==> src/rtl/bcrypt_core_rx.sv <==
// bcrypt_core_rx: turns the byte stream from the data-distribution stage into
// little-endian 32-bit words and routes them to the core's P, MW, S and PD
// memories. Init transfers load P/MW/S; data transfers load one PD batch.
`ifndef CTRL_INIT_START
`define CTRL_INIT_START 2'd1
`endif
`ifndef CTRL_DATA_START
`define CTRL_DATA_START 2'd2
`endif
`ifndef CTRL_END
`define CTRL_END 2'd3
`endif

module bcrypt_core_rx (
   input  logic        CLK,
   input  logic        rst,
   input  logic [7:0]  din,
   input  logic [1:0]  ctrl,
   output logic        wr_en,
   output logic [1:0]  wr_sel,
   output logic [9:0]  wr_addr,
   output logic [31:0] wr_data,
   output logic        init_done,
   output logic        data_avail,
   input  logic        data_taken,
   output logic [2:0]  error
);

   // state   | meaning
   // IDLE    | waiting for a START code
   // RX_INIT | receiving the 1054-word init block (P, MW, S)
   // RX_DATA | receiving the 31-word data batch into PD
   // ERROR   | protocol violation seen; frozen until rst
   typedef enum logic [1:0] {IDLE, RX_INIT, RX_DATA, ERROR} state_t;

   localparam logic [10:0] INIT_LAST = 11'd1053;
   localparam logic [10:0] DATA_LAST = 11'd30;
   localparam logic [1:0]  SEL_P  = 2'd0;
   localparam logic [1:0]  SEL_MW = 2'd1;
   localparam logic [1:0]  SEL_S  = 2'd2;
   localparam logic [1:0]  SEL_PD = 2'd3;

   state_t      state_q, state_d;
   logic [1:0]  byte_cnt_q, byte_cnt_d;
   logic [10:0] word_cnt_q, word_cnt_d;
   logic [23:0] shift_q, shift_d;
   logic        wr_en_q, wr_en_d;
   logic [1:0]  wr_sel_q, wr_sel_d;
   logic [9:0]  wr_addr_q, wr_addr_d;
   logic [31:0] wr_data_q, wr_data_d;
   logic        init_fin_q, init_fin_d;
   logic        init_done_q, init_done_d;
   logic        data_avail_q, data_avail_d;
   logic [2:0]  error_q, error_d;

   logic [31:0] word;
   logic [10:0] last_word;
   logic        data_set;
   logic [2:0]  err_set;

   // next-state, word assembly, routing and flag logic
   always_comb begin
      state_d     = state_q;
      byte_cnt_d  = byte_cnt_q;
      word_cnt_d  = word_cnt_q;
      shift_d     = shift_q;
      wr_en_d     = 1'b0;
      wr_sel_d    = wr_sel_q;
      wr_addr_d   = wr_addr_q;
      wr_data_d   = wr_data_q;
      init_fin_d  = 1'b0;
      init_done_d = init_fin_q;
      data_set    = 1'b0;
      err_set     = 3'b000;
      word        = {din, shift_q};
      last_word   = (state_q == RX_INIT) ? INIT_LAST : DATA_LAST;

      case (state_q)
         IDLE: begin
            if (ctrl == `CTRL_INIT_START) begin
               state_d    = RX_INIT;
               byte_cnt_d = 2'd0;
               word_cnt_d = 11'd0;
            end else if (ctrl == `CTRL_DATA_START) begin
               // PD still holds an unconsumed batch
               if (data_avail_q) begin
                  err_set[2] = 1'b1;
               end else begin
                  state_d    = RX_DATA;
                  byte_cnt_d = 2'd0;
                  word_cnt_d = 11'd0;
               end
            end else if (ctrl != 2'd0) begin
               err_set[1] = 1'b1;
            end
         end
         RX_INIT, RX_DATA: begin
            if (ctrl == `CTRL_INIT_START || ctrl == `CTRL_DATA_START) begin
               err_set[1] = 1'b1;
            end else if (word_cnt_q > last_word) begin
               err_set[0] = 1'b1;
            end else if (ctrl == `CTRL_END &&
                         (byte_cnt_q != 2'd3 || word_cnt_q != last_word)) begin
               err_set[0] = 1'b1;
            end else begin
               shift_d    = word[31:8];
               byte_cnt_d = byte_cnt_q + 2'd1;
               if (byte_cnt_q == 2'd3) begin
                  word_cnt_d = word_cnt_q + 11'd1;
                  wr_data_d  = word;
                  if (state_q == RX_INIT) begin
                     if (word_cnt_q < 11'd18) begin
                        wr_en_d   = 1'b1;
                        wr_sel_d  = SEL_P;
                        wr_addr_d = word_cnt_q[9:0];
                     end else if (word_cnt_q < 11'd24) begin
                        wr_en_d   = 1'b0;   // words 18-23 carry nothing the core stores
                     end else if (word_cnt_q < 11'd30) begin
                        wr_en_d   = 1'b1;
                        wr_sel_d  = SEL_MW;
                        wr_addr_d = 10'(word_cnt_q - 11'd24);
                     end else begin
                        wr_en_d   = 1'b1;
                        wr_sel_d  = SEL_S;
                        wr_addr_d = 10'(word_cnt_q - 11'd30);
                     end
                  end else begin
                     wr_en_d   = 1'b1;
                     wr_sel_d  = SEL_PD;
                     wr_addr_d = word_cnt_q[9:0];
                  end
                  if (ctrl == `CTRL_END) begin
                     state_d = IDLE;
                     if (state_q == RX_INIT) init_fin_d = 1'b1;
                     else                    data_set   = 1'b1;
                  end
               end
            end
         end
         default: ;
      endcase

      if (err_set != 3'b000) state_d = ERROR;
      error_d = error_q | err_set;

      // completion wins over a coincident data_taken
      if (data_set)        data_avail_d = 1'b1;
      else if (data_taken) data_avail_d = 1'b0;
      else                 data_avail_d = data_avail_q;
   end

   // state and output registers, synchronous reset
   always_ff @(posedge CLK) begin
      if (rst) begin
         state_q      <= IDLE;
         byte_cnt_q   <= '0;
         word_cnt_q   <= '0;
         shift_q      <= '0;
         wr_en_q      <= 1'b0;
         wr_sel_q     <= '0;
         wr_addr_q    <= '0;
         wr_data_q    <= '0;
         init_fin_q   <= 1'b0;
         init_done_q  <= 1'b0;
         data_avail_q <= 1'b0;
         error_q      <= '0;
      end else begin
         state_q      <= state_d;
         byte_cnt_q   <= byte_cnt_d;
         word_cnt_q   <= word_cnt_d;
         shift_q      <= shift_d;
         wr_en_q      <= wr_en_d;
         wr_sel_q     <= wr_sel_d;
         wr_addr_q    <= wr_addr_d;
         wr_data_q    <= wr_data_d;
         init_fin_q   <= init_fin_d;
         init_done_q  <= init_done_d;
         data_avail_q <= data_avail_d;
         error_q      <= error_d;
      end
   end

   assign wr_en      = wr_en_q;
   assign wr_sel     = wr_sel_q;
   assign wr_addr    = wr_addr_q;
   assign wr_data    = wr_data_q;
   assign init_done  = init_done_q;
   assign data_avail = data_avail_q;
   assign error      = error_q;

endmodule
==> config.mk <==
export PLATFORM = sky130hd
export DESIGN_NAME = bcrypt_core_rx
export DESIGN_NICKNAME = d
export VERILOG_FILES = /design/src/rtl/bcrypt_core_rx.sv
export SDC_FILE = /design/constraint.sdc
export NUM_CORES = 1
export LEC_CHECK = 0
export CAP_MARGIN = 5
export CORE_ASPECT_RATIO = 0.9
export CORE_MARGIN = 8
export CORE_UTILIZATION = 53
export DETAILED_ROUTE_END_ITERATION = 7
export PLACE_DENSITY = 0.83
export SLEW_MARGIN = 0
export SYNTH_ARGS = -nofsm -noshare
export SYNTH_HDL_FRONTEND = slang
export SYNTH_SLANG_ARGS = --single-unit
==> constraint.sdc <==
create_clock -name CLK -period 3.1 [get_ports CLK]
set_input_delay 0.93 -clock CLK [delete_from_list [all_inputs] [get_ports CLK]]
set_output_delay 0.93 -clock CLK [all_outputs]
set_load 0.02 [all_outputs]
== After elaboration in Yosys (flattened, before gate mapping) ==
Cells that the tools add are included.

* Register bits: 90
* Bits of input ports: 13
* Output and inout bits: 50
* Word-level logic and storage cells: 126

* Add/sub/neg operators: 4
* Order comparisons: 4
* Equal/unequal tests: 22
* Multiplexer cells: 59
* Bitwise gates (word level): 7
* Reductions and logical operators: 18

{| class="wikitable"
|+ Operator list
! kind !! number
|-
| $mux 11 || 8
|-
| $mux 10 || 4
|-
| $mux 2 || 20
|-
| $lt 11x5->1 const B || 3
|-
| $ne 3x3->1 const B || 8
|-
| $mux 1 || 23
|-
| $pmux 11 s2 || 1
|-
| $sub 10x5->10 const B || 2
|-
| $reduce_and 6->1 || 2
|-
| $add 11x1->11 const B || 1
|-
| $gt 11x11->1 || 1
|-
| $ne 11x11->1 || 1
|-
| $ne 2x2->1 const B || 5
|-
| $eq 2x2->1 const B || 4
|-
| $ne 4x4->1 const B || 2
|-
| $pmux 2 s2 || 2
|-
| $reduce_and 8->1 || 1
|-
| $reduce_and 7->1 || 1
|-
| $reduce_or 7->1 || 1
|-
| $not 1->1 || 6
|-
| $reduce_bool 2->1 || 3
|-
| $reduce_bool 3->1 || 2
|-
| $reduce_or 6->1 || 1
|-
| $reduce_and 5->1 || 1
|-
| other kinds (9) || 11
|}

== Longest topological paths before layout ==
Gate-level depths: netlist (run 1).

* Depth in word-level cells: 12
* Gate-level depth with buffers: 11
* Gate-level depth less buffers: 10

== Worst setup path after synthesis (run 1) ==
No wires, ideal clock.

* Path type: input to register
* Start: in ctrl[0]
* End: reg word_cnt_q[6]
* Library setup time: 0.070 ns
* Arrival time: 2.559 ns
* Required time: 3.030 ns
* Slack: 0.471 ns
* Cell stages on the path: 9
* Buffers on the path: 1
* Cells stage by stage: inv_1 -> ha_1 -> nor2_1 -> nand3b_1 -> o21ai_0 -> o21ai_1 -> buf_2 -> or3_1 -> a21oi_1

* Word-level cells in the longest chain between the ends: 4
* Elaborated cells between the ends (all ways): 12
* Classes of those cells: eq/ne (7); mux (2); reduce/logical (3)

{| class="wikitable"
|+ RTL lines
! item !! line !! source
|-
| start: declaration || 18 || <nowiki>input logic [1:0] ctrl,</nowiki>
|-
| $eq 2x2->1 (no source line) / $eq 2x1->1 (equally long branches) || - ||
|-
| $logic_and 1x1->1 / $logic_or 1x1->1 (equally long branches) || - ||
|-
| $ne 2x2->1 (no source line) || - ||
|-
| $reduce_and 7->1 (no source line) || - ||
|-
| end signal: assignment || 170 || <nowiki>word_cnt_q <= word_cnt_d;</nowiki>
|-
| end: declaration || 45 || <nowiki>logic [10:0] word_cnt_q, word_cnt_d;</nowiki>
|}

Several ways; a longest one is shown, not always the timed one.
A chain may end at the register's enable or synchronous reset.

== Final worst setup path (run 1) ==
Ends and elaborated chain as after synthesis.

==> results of run 1 <==
[where the power goes]
| part | switching, mW | total (mW) | internal, mW |
|---|---|---|---|
| clock network | 0.456 | 0.853 | 0.396 |
| registers | 0.0625 | 1.28 | 1.22 |
| logic | 0.416 | 0.741 | 0.326 |
| total | 0.934 | 2.87 | 1.94 |
[metrics by stage]
step / util [%] / cells / worst slack (ns) / setup TNS (ns) / total power, mW
after global routing: 67.4 / 634 / 0.166 / 0 / 3.01
after CTS: 67.4 / 634 / 0.318 / 0 / 2.88
after floorplan: - / 468 / 0.471 / 0 / 1.79
after detailed placement: 64.5 / 618 / -0.0548 / -0.124 / 2.03
final: 67.4 / 634 / 0.264 / 0 / 2.87
after global placement: 64.5 / 618 / 0.0777 / 0 / 2.00
[logic make-up (layout without fill, tap and decap cells)]
family          Yosys count  after routing
compound gates           94             94
mux                      29             29
flops                    90             90
fa+ha+maj                14             14
xor+xnor                  8              8
buf+inv                  39            109
simple gates            194            194
[metal layers]
layer  vias to the layer above  wire length (um)  GRT usage (%)
met3                        16               536           4.34
li1                       1743                 -              -
met4                         0               146           6.08
met1                      1655              4130           21.5
met2                       111              4780           31.2
met5                         -                 0              0
[placed cells by master (no fill, tap or decap), drive strengths merged, types with 2 or more instances in the layout]
master and count:
nand3b 2, buf 20, nand2 84, and3 2, dfxtp 90, xnor2 6
o2111ai 2, nor2b 7, or3 3, a31oi 3, o41ai 2, o21a 2
a211oi 9, mux2i 29, o31ai 2, nor2 56, nand3 8, a311oi 7
xor2 2, nor3 4, nand4 9, inv 17, and2 2, ha 14
or4 5, clkbuf 9, nor4 4, clkdlybuf4s50 61, a21oi 47, o21ai 13
nand2b 5
[worst min-delay path by stage]
stage / end / slack (ns) / depth (start not counted)
after floorplan: init_done / 0.41 / 1
after global placement: init_done / 0.43 / 1
after detailed placement: wr_data[6] / 0.45 / 2
after CTS: wr_data[3] / 0.46 / 2
after global routing: wr_data[6] / 0.48 / 2
final: wr_data[3] / 0.46 / 2
[worst max-delay path: stages]
cell and delay (ns):
clkdlybuf4s50_1 0.48, inv_1 0.05, ha_1 0.40, nand3_1 0.14, o21ai_0 0.27, o21ai_1 0.18
buf_4 0.18, or3_1 0.35, a21oi_1 0.15
[state kept, by name, indices dropped and copies added (netlist names)]
name,cells
state_q,2
init_done_d,1
wr_addr,10
error,3
shift_q,24
data_avail,1
wr_en,1
init_done,1
word_cnt_q,11
byte_cnt_q,2
wr_data,32
wr_sel,2
[cell type report]
type | instances | area [sq um] | share of cell area (%)
clock buffer | 9 | 124 | 2.47
clock inverter | 7 | 90.1 | 1.80
inverter | 12 | 45.0 | 0.899
multi-input combinational | 339 | 2020 | 40.3
sequential | 90 | 1800 | 36.0
tap | 96 | 120 | 2.40
timing repair buffer | 81 | 808 | 16.1
==> reports/results.ini, run 1 <==
[outcome]
outcome = finished, final reports clean

[sta]
slew_headroom_pct = 56.1
hold_slack_ns = 0.460
finalCritPeriodShare_pct = 91.5
fin_crit_ns = 2.84
rsz0062_at_grt = false
tightestPinTransition_ns = 0.650
finClkSkew_ns = 0.0113
max_freq_mhz = 353
setup_violations = 0
finalMaxSlewViolations = 0
hold_viol_final = 0

[global_route]
grt_pass1_vias = 3362
grt_usage_pct = 18.2
antenna_found_initial = 0
grt-ovfl-total = 0
grt_pass1_wl_mm = 15.8
grt_max_degree = 52

[setup_path]
start_kind = primary input
r2r_cells = 10
critPathArrivalTime_ns = 3.13
crit_type = primary input to register
critPathCaptureType = register
regToRegSetupSlack_ns = 0.32
reg2reg_to = word_cnt_q[6]
cp_max_fo = 7
critPathLaunch = ctrl[0]
worstPathRequired_ns = 3.40
regToRegStartpoint = state_q[0]
critPathCapture = word_cnt_q[6]

[synthesis]
synth_mux_area_share_pct = 7.27
synth_edf_count = 0
synth_top_family_by_area = simple AND/OR/NAND/NOR gates
syn_area_sq_um = 3990
synth_top_area_share_pct = 45.1
synth_fa_ha_area_share_pct = 4.39
synth_nets = 495
synth-main-ff-cell = dfxtp_1
synth_common_cells = 90 x dfxtp_1, 84 x nand2_1, 56 x nor2_1
async_flop_share_pct = 0
synth_compound_area_share_pct = 15.5
synthCells = 468
yosysTopAreaCell = dfxtp_1
synth-seq-cells = 90
synth_area_leaders = dfxtp_1 45%, nand2_1 7.9%, mux2i_1 7.3%, a21oi_1 5.5%, nor2_1 5.3%
synth_simple_gate_area_share_pct = 21.6
synth_xor_area_share_pct = 1.75
synthDistinctLibCells = 48
yosysMostFrequentCell = dfxtp_1
avgSynthCellArea_sq_um = 8.53
yosysWarningCount = 0
ys_seq_area_share_pct = 45.1

[drt]
vias = 3525
drt-total-wl_mm = 9.59
wl_per_cell_um = 15.1
ant_nets = 0
drc_errors = 0
vias_per_cell = 5.56
initialDrtViolationCount = 246
dr.pass1.iters = 5

[min_path]
hp-class = register to register
hp-start = shift_q[3]

[clock_tree]
cts.sinks = 90
clkLatencyLatePin_ns = 0.37
post_cts_buffers = 0
path_clk_slew_ns = 0.10
ctsHtreeMaxLevel = 3
cts_tree = done
ctsHoldBuffers = 0
cts_buffers = 9
clock_path_buffers = 2
postCtsResizedCells = 0
cts_root_buf = clkbuf_8

[floorplan]
initial_core_util_pct = 53.7
placementRows = 30
ios = 63
die_area_sq_um = 10600
coreArea_sq_um = 7430
die_w_um = 108
die_y_um = 98.4

[placed_design]
io_buffers = 62
hpwl_mm = 7.00
postPlaceCellArea_sq_um = 4800
place.gp.congestion = 0.925

[pwr]
p_per_area_nw_per_um2 = 573
static-leakage-power_nw = 1.74
vdd_drop_max_mv = 0.464

[cells_and_area]
antenna_cells = 0
fill_cells = 599
drive_gt1_share_pct = 8.55
syn_to_final_growth_pct = 25.5
final_cell_area_sq_um = 5010
nNetsFinal = 560

[flow_run]
max_cap_violations = 0

Note: power is estimated with default switching activity, not from simulation.
==> run 2: changes to the inputs <==
CORE_ASPECT_RATIO = unset   (was 0.9)
CORE_MARGIN = unset   (was 8)
CORE_UTILIZATION = 55   (was 53)
CTS_BUF_LIST = sky130_fd_sc_hd__clkbuf_8   (was unset)
PLACE_DENSITY = 0.85   (was 0.83)
==> run 2 against run 1 <==
  * Via count shrank 0.37%
  * Critical path type unchanged
  * Combinational power shrank 0.9%
  * Sequential power is essentially flat
  * Die area shrank 28%
  * Cell count grew 0.16%
  * Worst hold slack lost 0.0029 ns
  * Core utilization grew 5.0 points
  * Design area shrank 0.17%
  * Routed wire length shrank 7.4%
  * Register-to-register slack lost 0.04 ns
==> reports/results.ini, run 2 (synthesis results as in run 1) <==
[drt]
drc_errors = 0  ; unchanged
dr.pass1.iters = 4  ; -1
drt-total-wl_mm = 8.88  ; -7.4%
ant_nets = 0  ; unchanged
vias = 3512  ; -0.37%
initialDrtViolationCount = 255  ; +3.7%
vias_per_cell = 5.53  ; -0.53%
wl_per_cell_um = 14.0  ; -7.5%

[sta]
slew_headroom_pct = 53.5  ; -2.6 points
finalMaxSlewViolations = 0  ; unchanged
fin_setup_tns_ns = 0  ; unchanged
max_freq_mhz = 354  ; +0.37%
hold_viol_final = 0  ; unchanged
finClkSkew_ns = 0.0127  ; +0.00143 ns
fin_crit_ns = 2.83  ; -0.0105 ns
setup_violations = 0  ; unchanged
rsz0062_at_grt = false
tightestPinTransition_ns = 0.689  ; +0.0386 ns
finalCritPeriodShare_pct = 91.2  ; -0.34 points

[placed_design]
place.gp.congestion = 0.860  ; -7.1%
io_buffers = 62  ; unchanged
hpwl_mm = 6.26  ; -11%

[clock_tree]
cts_buffers = 9  ; unchanged
cts.sinks = 90  ; unchanged
clock_path_buffers = 2  ; unchanged
clkLatencyLatePin_ns = 0.37  ; about the same
post_cts_buffers = 0  ; unchanged
ctsHoldBuffers = 0  ; unchanged
cts_root_buf = clkbuf_8
cts_tree = done
path_clk_slew_ns = 0.09  ; about the same
postCtsResizedCells = 0  ; unchanged
ctsHtreeMaxLevel = 3  ; unchanged

[cells_and_area]
layout_commonest_cell = dfxtp_1
final_cell_mix = 90 x dfxtp_1, 84 x nand2_1, 61 x clkdlybuf4s50_1, 56 x nor2_1, 44 x a21oi_1
syn_to_final_growth_pct = 25.3
largest_register_ffs = 32  ; unchanged
antenna_cells = 0  ; unchanged
post-route-util_pct = 72.4  ; +5.0 points
regArea_sq_um = 1800  ; unchanged
multiInputGateArea_sq_um = 2030  ; +0.19%
nNetsFinal = 561  ; +0.18%
fill_cells = 517  ; -14%
drive_gt1_share_pct = 8.91  ; +0.36 points

[floorplan]
die_w_um = 87.2  ; -19%
die_y_um = 87.2  ; -11%
die_area_sq_um = 7610  ; -28%
coreArea_sq_um = 6910  ; -7.1%
ios = 63  ; unchanged
initial_core_util_pct = 57.8  ; +4.1 points
placementRows = 30  ; unchanged

[setup_path]
r2r_cells = 10  ; unchanged
start_kind = primary input
critPathCapture = word_cnt_q[9]
crit_type = primary input to register
critPathArrivalTime_ns = 3.12  ; about the same
worstPathRequired_ns = 3.39  ; about the same
cp_max_fo = 5  ; -2
critPathLaunch = ctrl[0]
regToRegSetupSlack_ns = 0.28  ; -0.04 ns
critPathCaptureType = register
reg2reg_to = word_cnt_q[9]
regToRegStartpoint = state_q[1]

[global_route]
grt_pass1_vias = 3205  ; -4.7%
grt_usage_pct = 24.7  ; +6.5 points
antenna_found_initial = 0  ; unchanged
grt_pass1_wl_mm = 14.8  ; -6.0%
grt-ovfl-total = 0  ; unchanged
grt_max_degree = 35  ; -33%

[outcome]
outcome = finished, final reports clean

[flow_run]
max_cap_violations = 0  ; unchanged

[min_path]
hp-start = init_done_d
hp-class = register to register

[pwr]
vdd_drop_max_mv = 0.360  ; -22%
static-leakage-power_nw = 1.72  ; -0.90%
p_per_area_nw_per_um2 = 558  ; -2.7%

## run 2: final cells by class
| type | count | area share, % |
|---|---|---|
| well taps | 96 | 2.40 |
| repair buffers | 82 | 16.3 |
| flip-flops and latches | 90 | 36.0 |
| clock inverters | 7 | 1.40 |
| clock buffers | 9 | 2.48 |
| inverters | 12 | 0.900 |
| multi-input cells | 339 | 40.5 |
## run 2: report_power, final
| group | switching (mW) | internal, mW |
|---|---|---|
| clock network | 0.464 | 0.312 |
| registers | 0.0646 | 1.22 |
| logic | 0.413 | 0.321 |
| total | 0.941 | 1.85 |
## run 2: worst max-delay path, cell delays in order
cell and delay [ns]:
clkdlybuf4s50_1 0.48, inv_1 0.05, ha_1 0.32, nor2_1 0.18
nand3b_1 0.18, o21ai_0 0.18, o21ai_2 0.14, or4_1 0.52
a21oi_1 0.15
## run 2: metrics by stage
stage               setup WS (ns)  area [sq um]  std cells  hold slack (ns)  total power, mW
floorplan                   0.471          3990        468            0.414             1.79
global placement           0.0132          4800        619            0.437             1.99
detailed placement        -0.0872          4800        619            0.442             2.02
CTS                         0.253          5000        635            0.456             2.79
global route               0.0435          5000        635            0.468             2.92
finish                      0.274          5000        635            0.457             2.79
## run 2: layer usage
| metal | routed length (um) | GRT usage [%] | vias up |
|---|---|---|---|
| li1 | - | - | 1756 |
| met1 | 4110 | 33.5 | 1648 |
| met2 | 4250 | 39.8 | 98 |
| met3 | 384 | 3.79 | 10 |
| met4 | 136 | 9.54 | 0 |
| met5 | 0 | 0 | - |
## run 2: worst min path at each step
stage,end,slack [ns],depth (start not counted)
after floorplan,init_done,0.41,1
after global placement,init_done,0.44,1
after detailed placement,init_done,0.44,1
after CTS,wr_data[6],0.46,2
after global routing,init_done,0.47,1
final,init_done,0.46,1
